--- src/rtl/div_unit.sv ---
// div_unit: iterative 32-bit integer divider (DIV/DIVU/REM/REMU) feeding the CDB.
// One radix-2 restoring step per cycle on operand magnitudes, sign fix-up on the
// last step, result held until the CDB arbiter acknowledges it.
// Optional feature macro: DIV_SPECIAL_BYPASS_EN -- divide-by-zero and signed
// overflow skip the iterative phase and complete one cycle after issue.
// Handshakes:
//   issue side: an operation transfers on a rising edge where div_start && div_ready
//     and no flush/kill applies; div_ready is high only in IDLE.
//   CDB side:   cdb_req acts as valid, cdb_ack as ready; the result transfers on the
//     edge where both are high. Until then cdb_req and every cdb_* output hold steady.

package div_unit_pkg;
    localparam int EBR_MASK_SIZE = 4;
    localparam int ROB_ID_W      = 6;
    localparam int PRD_W         = 7;
    localparam int LRD_W         = 5;

    typedef struct packed {
        logic [ROB_ID_W-1:0]      rob_id;
        logic [31:0]              prs1_v;
        logic [31:0]              prs2_v;
        logic [PRD_W-1:0]         prd_s;
        logic [LRD_W-1:0]         lrd_s;
        logic [31:0]              inst;
        logic [EBR_MASK_SIZE-1:0] ebr_mask;
        logic                     valid;
    } eu_operand_t;

    typedef enum logic [1:0] {
        DIV_IDLE = 2'd0,
        DIV_CALC = 2'd1,
        DIV_DONE = 2'd2
    } div_state_t;
endpackage

module div_unit
    import div_unit_pkg::*;
(
    input  logic                     clk,
    input  logic                     rst,
    input  logic                     div_start,
    input  eu_operand_t              div_in,
    output logic                     div_ready,
    output logic                     cdb_req,
    input  logic                     cdb_ack,
    output logic [ROB_ID_W-1:0]      cdb_rob_id,
    output logic [PRD_W-1:0]         cdb_prd_s,
    output logic [LRD_W-1:0]         cdb_lrd_s,
    output logic [31:0]              cdb_rd_v,
    input  logic                     late_flush,
    input  logic                     bra_done,
    input  logic                     bra_mispredict,
    input  logic [EBR_MASK_SIZE-1:0] bra_id,
    output div_state_t               dbg_state
);

`ifdef DIV_SPECIAL_BYPASS_EN
    localparam bit BYPASS = 1'b1;
`else
    localparam bit BYPASS = 1'b0;
`endif

    div_state_t state_q, state_d;
    logic [4:0]  cnt_q;
    logic [EBR_MASK_SIZE-1:0] mask_q;

    // datapath registers (no reset needed: only observed once written)
    logic [31:0] rem_q, quo_q, dsr_q, dvd_q, res_q;
    logic        neg_quo_q, neg_rem_q, is_rem_q, zero_q;
    logic [ROB_ID_W-1:0] rob_q;
    logic [PRD_W-1:0]    prd_q;
    logic [LRD_W-1:0]    lrd_q;

    // issue-side decode
    logic        op_signed, op_rem;
    logic        a_neg, b_neg;
    logic [31:0] a_mag, b_mag;
    logic        in_zero, in_ovf, in_special;
    logic [31:0] special_res;

    // iteration step and final result
    logic [32:0] shifted, diff;
    logic        take;
    logic [31:0] rem_step, quo_step, quo_fin, rem_fin, fin_res;

    // control
    logic accept, kill_in, kill_held;
    logic [EBR_MASK_SIZE-1:0] clr_bits;

    logic unused_in;
    assign unused_in = ^{div_in.valid, div_in.inst[31:15], div_in.inst[11:0], div_in.inst[14]};

    // Decode the incoming operation: signedness, magnitudes and the special cases
    always_comb begin
        op_signed   = ~div_in.inst[12];
        op_rem      = div_in.inst[13];
        a_neg       = op_signed & div_in.prs1_v[31];
        b_neg       = op_signed & div_in.prs2_v[31];
        a_mag       = a_neg ? (32'd0 - div_in.prs1_v) : div_in.prs1_v;
        b_mag       = b_neg ? (32'd0 - div_in.prs2_v) : div_in.prs2_v;
        in_zero     = (div_in.prs2_v == 32'd0);
        in_ovf      = op_signed && (div_in.prs1_v == 32'h8000_0000) &&
                      (div_in.prs2_v == 32'hFFFF_FFFF);
        in_special  = in_zero | in_ovf;
        special_res = 32'd0;
        if (in_zero) begin
            special_res = op_rem ? div_in.prs1_v : 32'hFFFF_FFFF;
        end else begin
            special_res = op_rem ? 32'd0 : 32'h8000_0000;
        end
    end

    // Branch resolution: kill tests for held and incoming ops, mask bits to clear
    always_comb begin
        kill_in   = bra_done && bra_mispredict && (|(div_in.ebr_mask & bra_id));
        kill_held = bra_done && bra_mispredict && (|(mask_q & bra_id));
        clr_bits  = (bra_done && !bra_mispredict) ? bra_id : '0;
    end

    // One restoring step plus sign correction for the final step
    always_comb begin
        shifted  = {rem_q, quo_q[31]};
        diff     = shifted - {1'b0, dsr_q};
        take     = ~diff[32];
        rem_step = take ? diff[31:0] : shifted[31:0];
        quo_step = {quo_q[30:0], take};
        quo_fin  = neg_quo_q ? (32'd0 - quo_step) : quo_step;
        rem_fin  = neg_rem_q ? (32'd0 - rem_step) : rem_step;
        if (zero_q) begin
            quo_fin = 32'hFFFF_FFFF;
            rem_fin = dvd_q;
        end
        fin_res  = is_rem_q ? rem_fin : quo_fin;
    end

    // Next-state and handshake outputs; flush and held-op kill override everything
    always_comb begin
        state_d = state_q;
        accept  = 1'b0;
        case (state_q)
            DIV_IDLE: begin
                if (div_start && !late_flush && !kill_in) begin
                    accept  = 1'b1;
                    state_d = (BYPASS && in_special) ? DIV_DONE : DIV_CALC;
                end
            end
            DIV_CALC: begin
                if (cnt_q == 5'd0) begin
                    state_d = DIV_DONE;
                end
            end
            DIV_DONE: begin
                if (cdb_ack) begin
                    state_d = DIV_IDLE;
                end
            end
            default: state_d = DIV_IDLE;
        endcase
        if (late_flush || ((state_q != DIV_IDLE) && kill_held)) begin
            state_d = DIV_IDLE;
        end
    end

    assign div_ready  = (state_q == DIV_IDLE);
    assign cdb_req    = (state_q == DIV_DONE) && !late_flush && !kill_held;
    assign cdb_rob_id = rob_q;
    assign cdb_prd_s  = prd_q;
    assign cdb_lrd_s  = lrd_q;
    assign cdb_rd_v   = res_q;
    assign dbg_state  = state_q;

    // Control state: FSM, iteration counter and speculative branch mask
    always_ff @(posedge clk or posedge rst) begin
        if (rst) begin
            state_q <= DIV_IDLE;
            cnt_q   <= 5'd0;
            mask_q  <= '0;
        end else begin
            state_q <= state_d;
            if (accept) begin
                cnt_q  <= 5'd31;
                mask_q <= div_in.ebr_mask & ~clr_bits;
            end else begin
                if ((state_q == DIV_CALC) && (cnt_q != 5'd0)) begin
                    cnt_q <= cnt_q - 5'd1;
                end
                mask_q <= mask_q & ~clr_bits;
            end
        end
    end

    // Datapath: capture operands/tags on accept, iterate in CALC, latch result on last step
    always_ff @(posedge clk) begin
        if (accept) begin
            rem_q     <= 32'd0;
            quo_q     <= a_mag;
            dsr_q     <= b_mag;
            dvd_q     <= div_in.prs1_v;
            neg_quo_q <= a_neg ^ b_neg;
            neg_rem_q <= a_neg;
            is_rem_q  <= op_rem;
            zero_q    <= in_zero;
            rob_q     <= div_in.rob_id;
            prd_q     <= div_in.prd_s;
            lrd_q     <= div_in.lrd_s;
            res_q     <= special_res;
        end else if (state_q == DIV_CALC) begin
            rem_q <= rem_step;
            quo_q <= quo_step;
            if (cnt_q == 5'd0) begin
                res_q <= fin_res;
            end
        end
    end

endmodule

--- config.mk ---
export PLATFORM = sky130hd
export DESIGN_NAME = div_unit
export DESIGN_NICKNAME = d
export VERILOG_FILES = /design/src/rtl/div_unit.sv
export SDC_FILE = /design/constraint.sdc
export NUM_CORES = 1
export LEC_CHECK = 0
export CAP_MARGIN = 20
export CORE_ASPECT_RATIO = 0.75
export CORE_MARGIN = 5
export CORE_UTILIZATION = 58
export CTS_BUF_LIST = sky130_fd_sc_hd__clkbuf_4 sky130_fd_sc_hd__clkbuf_8
export DETAILED_ROUTE_END_ITERATION = 16
export PLACE_DENSITY_LB_ADDON = 0.12
export SLEW_MARGIN = 10
export SYNTH_ARGS = -nofsm -noshare
export SYNTH_HDL_FRONTEND = slang
export SYNTH_SLANG_ARGS = --single-unit
--- constraint.sdc ---
create_clock -name clk -period 12.4 [get_ports clk]
set_clock_uncertainty 0.2 [all_clocks]
set_input_delay 2.48 -clock clk [delete_from_list [all_inputs] [get_ports clk]]
set_output_delay 2.48 -clock clk [all_outputs]
set_load 0.01 [all_outputs]
[Word level (Yosys, flattened, before mapping)]
Index checks and enable logic that the tools add are counted.
W data, S select, Z words.
Word-level totals
  input bits: 130
  word-level logic and storage cells: 90
  output and inout bits: 54
  register bits: 193
Cells by class
  multiplexer cells: 27
  reductions and logical operators: 27
  add/subtract/negate cells: 6
  eq/ne operators: 5
  bitwise gates (word level): 10
Operators with widths (number)
  $mux W32: 16
  $sub A1 B32 Y32 const A: 4
  $sub A33 B32 Y33: 1
  $logic_not A32 Y1: 1
  $and A4 B4 Y4: 4
  $logic_and A1 B1 Y1: 10
  $mux W5: 2
  $mux W2: 4
  $mux W4: 2
  $reduce_bool A2 Y1: 4
  $reduce_or A4 Y1: 2
  $ne A3 B3 Y1 const B: 2
  $pmux W2 S3: 1
  $logic_not A5 Y1: 1
  $reduce_bool A5 Y1: 1
  $sub A5 B1 Y5 const B: 1
  $logic_not A1 Y1: 4
  $not A4 Y4: 1
  $ne A3 B1 Y1 const B: 1
  $reduce_and A3 Y1: 1
  $and A1 B1 Y1: 2
  $eq A2 B1 Y1 const B: 1
  $eq A2 B2 Y1 const B: 1
  $logic_not A2 Y1: 1
  5 further kinds: 7

[Depth between registers and ports, before layout]
Gate-level depths: netlist (run 1).
  depth in word-level cells: 9
  gate-level depth with buffers: 23
  gate-level depth less buffers: 21

[Worst setup path before layout (run 1)]
OpenSTA, ideal clock, no wires.
  path type: input to register
  from: in bra_id[1]
  to: reg res_q[0] (netlist: cdb_rd_v[0]) (data pin)
  library setup time: 390 ps
  required time: 11810 ps
  cell stages on the path: 8
  setup slack: 5494 ps
  path buffers: 3
  arrival: 6316 ps
  cell sequence: a22oi_1 a21oi_1 nand4bb_1 clkbuf_1 inv_1 clkbuf_1 clkbuf_1 o21ai_0
On the way
  longest elaborated chain between the ends: 8
RTL lines
  from (decl): line 53  | input logic [EBR_MASK_SIZE-1:0] bra_id,
  $and A4 B4 Y4: line 115  | kill_in = bra_done && bra_mispredict && (|(div_in.ebr_mask & bra_id));
  $reduce_or A4 Y1: line 115
  $logic_and A1 B1 Y1: line 115
  $logic_not A1 Y1: line 142  | if (div_start && !late_flush && !kill_in) begin
  $logic_and A1 B1 Y1: line 142
  $mux W1: line 142
  $mux W1: line 140  | case (state_q)
  named net accept: line 87  | logic accept, kill_in, kill_held;
  $mux W32: line 194  | if (accept) begin
  to (signal assigned): line 206  | res_q <= special_res;
  to (signal assigned): line 211  | res_q <= fin_res;
  to (decl): line 68  | logic [31:0] rem_q, quo_q, dsr_q, dvd_q, res_q;
The timed path passes the listed nets, and every way through them passes these cells.
A chain may end at the register's enable or synchronous reset.

[Final worst setup path (run 1)]
  from: in bra_id[1]
  to: out cdb_req
On the way
  longest elaborated chain between the ends: 5
RTL lines
  $and A4 B4 Y4: line 116  | kill_held = bra_done && bra_mispredict && (|(mask_q & bra_id));
  $reduce_or A4 Y1: line 116
  $logic_and A1 B1 Y1: line 116
  $logic_not A1 Y1: line 165  | assign cdb_req = (state_q == DIV_DONE) && !late_flush && !kill_held;
  $logic_and A1 B1 Y1: line 165
  to (decl): line 44  | output logic cdb_req,
Every way passes these cells.

==> results.yml, run 1 <==
synthesis:
  synthArstFlopShare: 0.0570
  ys_seq_area_frac: 0.421
  synth_ff_type: "edfxtp_1"
  yosys-top-cells-area: "edfxtp_1, o21ai_0, xnor2_1"
  synth_area_leader_cell: "edfxtp_1"
  synth_edf_count: 150
  synth_compound_area_frac: 0.224
  synthMuxAreaShare: 0.0219
  yosysWarningCount: 0
  yosys.area.top_type_share: 0.349
  synth.most_common_cell: "o21ai_0"
  syn_avg_cell_area_um2: 9.16
  synth_xor_area_frac: 0.0945
  synth-simple-area-share: 0.159
  synth_nets: 1576
  ys_ff_latch: 193
  synthAdderAreaFrac: 0.0384
  synth.cell_area_mm2: 0.0129
  synth_cells: 1407
  synthTopCellsByCount: "o21ai_0, nand2_1, edfxtp_1, nor2_1, a21oi_1"
  synth_top_family_by_area: "compound AO/OA/AOI/OAI gates"
  ys_types: 88
drt:
  ant_nets: 0
  wire_per_inst_um: 19.2
  drt_iter0_drc: 1214
  dr.pass1.iters: 5
  via_count: 11500
  drc: 0
  wl_um: 35100
  vias_per_cell: 6.32
layout:
  final_nets: 1689
  diodes: 0
  drive_gt1_frac: 0.0509
  area_delta_synth_final_pct: 16.4
global_routing:
  grt_start_max_net_pins: 67
  antenna_found_initial: 0
  grt_use_total: 0.272
  gr-usage-met2: 0.428
  grt_use_met1: 0.378
  met3_usage: 0.0621
  grt-ovfl-total: 0
  grt_pass1_vias: 11000
  grt_pass1_wl_um: 56400
  grt-busiest-layer: "met2"
clocking:
  clock_latency_ns: 0.49
  post_cts_resized: 0
  cts_buffers: 17
  cts_buffer_depth: 2
  post-cts-setup-buffer-count: 0
  cts_tree: "built"
  htree_levels: 4
  hold_buffers: 0
  cts_root_buffer: "clkbuf_8"
  clk_pin_slew_ns: 0.10
  clock_sinks: 193
timing:
  rsz0062_at_grt: "false"
  fin_crit_sh: 0.548
  relSlewSlack: 0.296
  fmax_ghz: 0.147
  finalWorstPathRequiredPeriod_ns: 6.79
  setup_violations: 0
  hold_violations: 0
  tightest_slew_ns: 1.06
  final.setup.tns_ns: 0
  slew_violations: 0
  fin_ws_ns: 5.61
hold_path:
  min_from: "rem_q[5]"
  min_path_type: "reg -> reg"
  whs_endpoint: "rem_q[5]"
  whs_path_depth: 2
die:
  start_util: 0.586
  core_area_mm2: 0.0220
  rows: 47
  chipHeight_um: 139
  ios: 184
  dieWidth_um: 182
  dieArea_mm2: 0.0253
placed_design:
  place_ws_ns: 5.42
  io_buffers: 152
  gp_congestion: 0.916
  place_hpwl_um: 25300
setup_path:
  crit_family: "buffers and inverters"
  path_max_fanout: 4
  reg2reg_depth: 19
  crit_path_frequent_cell: "clkdlybuf4s50_1"
  worstPathCellList: "clkdlybuf4s50_1 > a22oi_1 > a21oi_1 > nor4b_1 > clkdlybuf4s50_1"
  path_class: "in -> out"
  cp.required_ns: 9.72
  slowest_delay_ns: 0.60
  cp_num_buf_inv: 2
  cp-start-kind: "primary input"
  r2r-end: "cdb_rd_v[16]"
  cp_slowest_cell: "clkdlybuf4s50_1"
  end_kind: "output port"
  r2r_start: "quo_q[31]"
  crit_arrival_ns: 4.11
  rrSetupSlack_ns: 6.03
pwr:
  p_leak_uw: 0.00554
  powerDensity_mw_per_mm2: 181
  ir_worst_vdd_uv: 97.9
outcome:
  outcome: "completed"
job:
  max_cap_viol_count: 0
==> report_power, final <==
group	switching, µW	internal, µW	leakage [µW]
Combinational	867	552	0.00356
Clock	248	165	0.000192
Sequential	86.6	803	0.00179
==> cell type report <==
class	instances	area, µm²
well taps	294	368
multi-input cells	1075	6960
inverters	69	262
fillers	1797	6990
clock inverters	15	148
clock buffers	17	234
repair buffers	164	1620
flip-flops and latches	193	5420
==> logic make-up after synthesis <==
group,Yosys count
buffers and inverters,139
AND/OR/NAND/NOR,420
XOR/XNOR,139
adder cells (fa/ha/maj),39
flip-flops,193
multiplexers,28
AO/OA/AOI/OAI,449
==> flip-flops by register name, indices dropped and copies added, names as in the netlist, 2 cells and up <==
| name | count |
|---|---|
| cdb_lrd_s | 5 |
| cdb_prd_s | 7 |
| cdb_rd_v | 32 |
| cdb_rob_id | 6 |
| cnt_q | 5 |
| dbg_state | 2 |
| dsr_q | 32 |
| dvd_q | 32 |
| mask_q | 4 |
| quo_q | 32 |
| rem_q | 32 |
==> per-layer routing <==
layer,share of wire,vias up
li1,-,5421
met1,0.43,5510
met2,0.45,543
met3,0.088,67
met4,0.025,0
met5,0,-
==> worst max path at each step <==
stage / start / cells after the start / endpoint
after floorplan: bra_id[1] / 8 / cdb_rd_v[0]
after global placement: div_in[49] / 14 / cdb_rd_v[26]
after detailed placement: div_in[49] / 14 / cdb_rd_v[26]
after CTS: bra_id[1] / 5 / cdb_req
after global routing: bra_id[0] / 5 / cdb_req
final: bra_id[1] / 5 / cdb_req
==> tightest hold or removal path, stage by stage (launching register included) <==
cell	delay (ns)
dfxtp_1	0.35
nand2_1	0.06
o21ai_0	0.06
==> cells in the final DEF, fill, tap and decap left out, types with 8 or more instances in the layout <==
cell	count
edfxtp_1	150
a21oi_1	93
and2_1	9
a21o_1	15
a31oi_1	16
or4_1	12
o221ai_1	11
ha_1	38
dfrtp_1	11
o31ai_1	21
buf_4	11
nand2_1	154
o21ai_0	163
xor2_1	55
nand3_1	22
nor4_1	9
inv_1	66
clkbuf_8	17
mux2i_1	26
o22ai_1	15
nand2b_1	11
nor3_1	22
nor2b_1	12
xnor2_1	84
or3_1	25
nand4_1	8
o211ai_1	10
dfxtp_1	32
nor2_1	98
a22oi_1	8
a211oi_1	12
o41ai_1	12
clkdlybuf4s50_1	152
==> per-stage QoR <==
step                instance area (µm²)  utilization  total power, µW  cells  hold slack, ns
finish                            15000        0.682             2720   1827           0.315
floorplan                         12900            -             1930   1407           0.247
global route                      15000        0.682             2900   1827           0.339
global placement                  14600        0.664             2260   1794           0.279
detailed placement                14600        0.664             2290   1794           0.287
CTS                               15000        0.682             2700   1826           0.314
No activity file was read; power rests on OpenSTA's default activity.
==> run 2, diff against run 1 <==
--- a/config.mk
+++ b/config.mk
@@ -8,7 +8,7 @@
 export CAP_MARGIN = 20
 export CORE_ASPECT_RATIO = 0.75
 export CORE_MARGIN = 5
-export CORE_UTILIZATION = 58
+export CORE_UTILIZATION = 52
 export CTS_BUF_LIST = sky130_fd_sc_hd__clkbuf_4 sky130_fd_sc_hd__clkbuf_8
 export DETAILED_ROUTE_END_ITERATION = 16
 export PLACE_DENSITY_LB_ADDON = 0.12
==> constraint.sdc (replaced) <==
create_clock -name clk -period 5.5 [get_ports clk]
set_clock_uncertainty 0.2 [all_clocks]
set_input_delay 1.1 -clock clk [delete_from_list [all_inputs] [get_ports clk]]
set_output_delay 1.1 -clock clk [all_outputs]
set_load 0.01 [all_outputs]
==> results.yml, run 2 (synthesized netlist as in run 1, its figures left out) <==
placed_design:
  place_area_mm2: 0.0148
  gp_congestion: 0.883
  dpl.cell_count: 1846
  io_buffers: 152
  place_hpwl_um: 26500
timing:
  rsz0062_at_grt: "false"
  fmax_ghz: 0.199
  fin_crit_sh: 0.915
  relSlewSlack: 0.284
  tightest_slew_ns: 1.07
  hold_violations: 0
  finalWorstPathRequiredPeriod_ns: 5.04
  setup_violations: 0
  slew_violations: 0
  final.setup.tns_ns: 0
global_routing:
  grt-ovfl-total: 0
  grt_start_max_net_pins: 100
  antenna_found_initial: 0
  grt_use_total: 0.254
  grt_pass1_vias: 10900
  grt_pass1_wl_um: 57500
clocking:
  clock_latency_ns: 0.50
  cts_root_buffer: "clkbuf_8"
  clock_sinks: 193
  clk_pin_slew_ns: 0.10
  cts_buffer_depth: 2
  hold_buffers: 0
  post-cts-setup-buffer-count: 0
  htree_levels: 4
  cts_tree: "built"
  cts_buffers: 17
  post_cts_resized: 0
layout:
  diodes: 0
  final_common_cell: "o21ai_0"
  final_cell_mix: "o21ai_0, nand2_1, clkdlybuf4s50_1"
  final_cells: 1880
  final_nets: 1705
  area_delta_synth_final_pct: 18.1
  final-seq-area_mm2: 0.00542
  finalInstanceArea_mm2: 0.0152
  drive_gt1_frac: 0.0607
  multi_input_comb_area_mm2: 0.00697
  fill_cells: 2011
die:
  core_area_mm2: 0.0242
  dieArea_mm2: 0.0281
  chipHeight_um: 146
  start_util: 0.532
  ios: 184
  rows: 49
  dieWidth_um: 192
pwr:
  switching_share: 0.442
  p_int_uw: 3480
  p_leak_uw: 0.00563
  p_seq_frac: 0.321
  ir_worst_vdd_uv: 299
  powerDensity_mw_per_mm2: 410
  switching_power_uw: 2750
  pwr-share-comb: 0.522
  clkPwrFrac: 0.157
setup_path:
  path_max_fanout: 45
  r2r_start: "quo_q[31]"
  cp-startpoint: "quo_q[31]"
  path_class: "reg -> reg"
  cp.required_ns: 5.50
  crit_arrival_ns: 5.04
  end_kind: "flop"
  cp-start-kind: "flop"
outcome:
  outcome: "completed"
hold_path:
  min_from: "rem_q[30]"
  min_path_type: "reg -> reg"
drt:
  via_count: 11300
  ant_nets: 0
  wl_um: 36000
  wire_per_inst_um: 19.1
  dr.pass1.iters: 6
  drt_iter0_drc: 1167
  drc: 0
  vias_per_cell: 6.02
job:
  max_cap_viol_count: 0
-- run 2: layout make-up --
type | count | share of cell area
well taps | 331 | 0.0272
multi-input cells | 1075 | 0.458
clock inverters | 15 | 0.0113
flip-flops and latches | 193 | 0.356
clock buffers | 17 | 0.0154
repair buffers | 180 | 0.115
inverters | 69 | 0.0172
-- run 2: stage by stage --
stage                     hold WS (ns)  setup slack, ns   util  total power [µW]
after floorplan                  0.247            0.601      -              4340
after CTS                        0.304            0.517  0.627              6200
after global placement           0.275            0.592  0.610              5170
after global routing             0.338            0.130  0.628              6660
after detailed placement         0.287            0.530  0.610              5230
final                            0.306            0.465  0.628              6240
-- run 2: final timing paths --
check	end	slack, ns	cells after the start
max reg2reg	cdb_rd_v[9]	0.46	17
min reg2reg	rem_q[30]	0.31	2
max	cdb_rd_v[9]	0.46	17
min in group asynchronous	cnt_q[3]	0.69	2
max in group asynchronous	mask_q[3]	4.11	2
min	rem_q[30]	0.31	2
-- run 2: critical path, cell delays in order (launching register included) --
cell	delay (ns)
edfxtp_1	0.51
inv_1	0.10
ha_1	0.17
inv_1	0.06
fa_1	0.42
a211oi_2	0.23
o21ai_2	0.10
o221ai_2	0.27
a211oi_2	0.16
o21a_2	0.31
nor2_8	0.13
buf_4	0.50
mux2i_1	0.69
nand2_1	0.15
xnor2_1	0.27
mux2i_1	0.14
o221ai_1	0.21
o21ai_0	0.13
-- run 2: power by group through the flow --
stage               Sequential (µW)  Clock (µW)  Combinational, µW
floorplan                      1980           0               2360
global placement               2030           0               3150
detailed placement             2030           0               3200
CTS                            2000         985               3220
global route                   2030        1050               3580
finish                         2000         980               3250
-- run 2: per-layer routing --
layer | track usage | vias up | wire length, µm
met3 | 0.0556 | 41 | 3070
met5 | 0 | - | 0
met1 | 0.367 | 5378 | 16200
met4 | 0.0617 | 0 | 605
li1 | - | 5451 | -
met2 | 0.390 | 450 | 16100
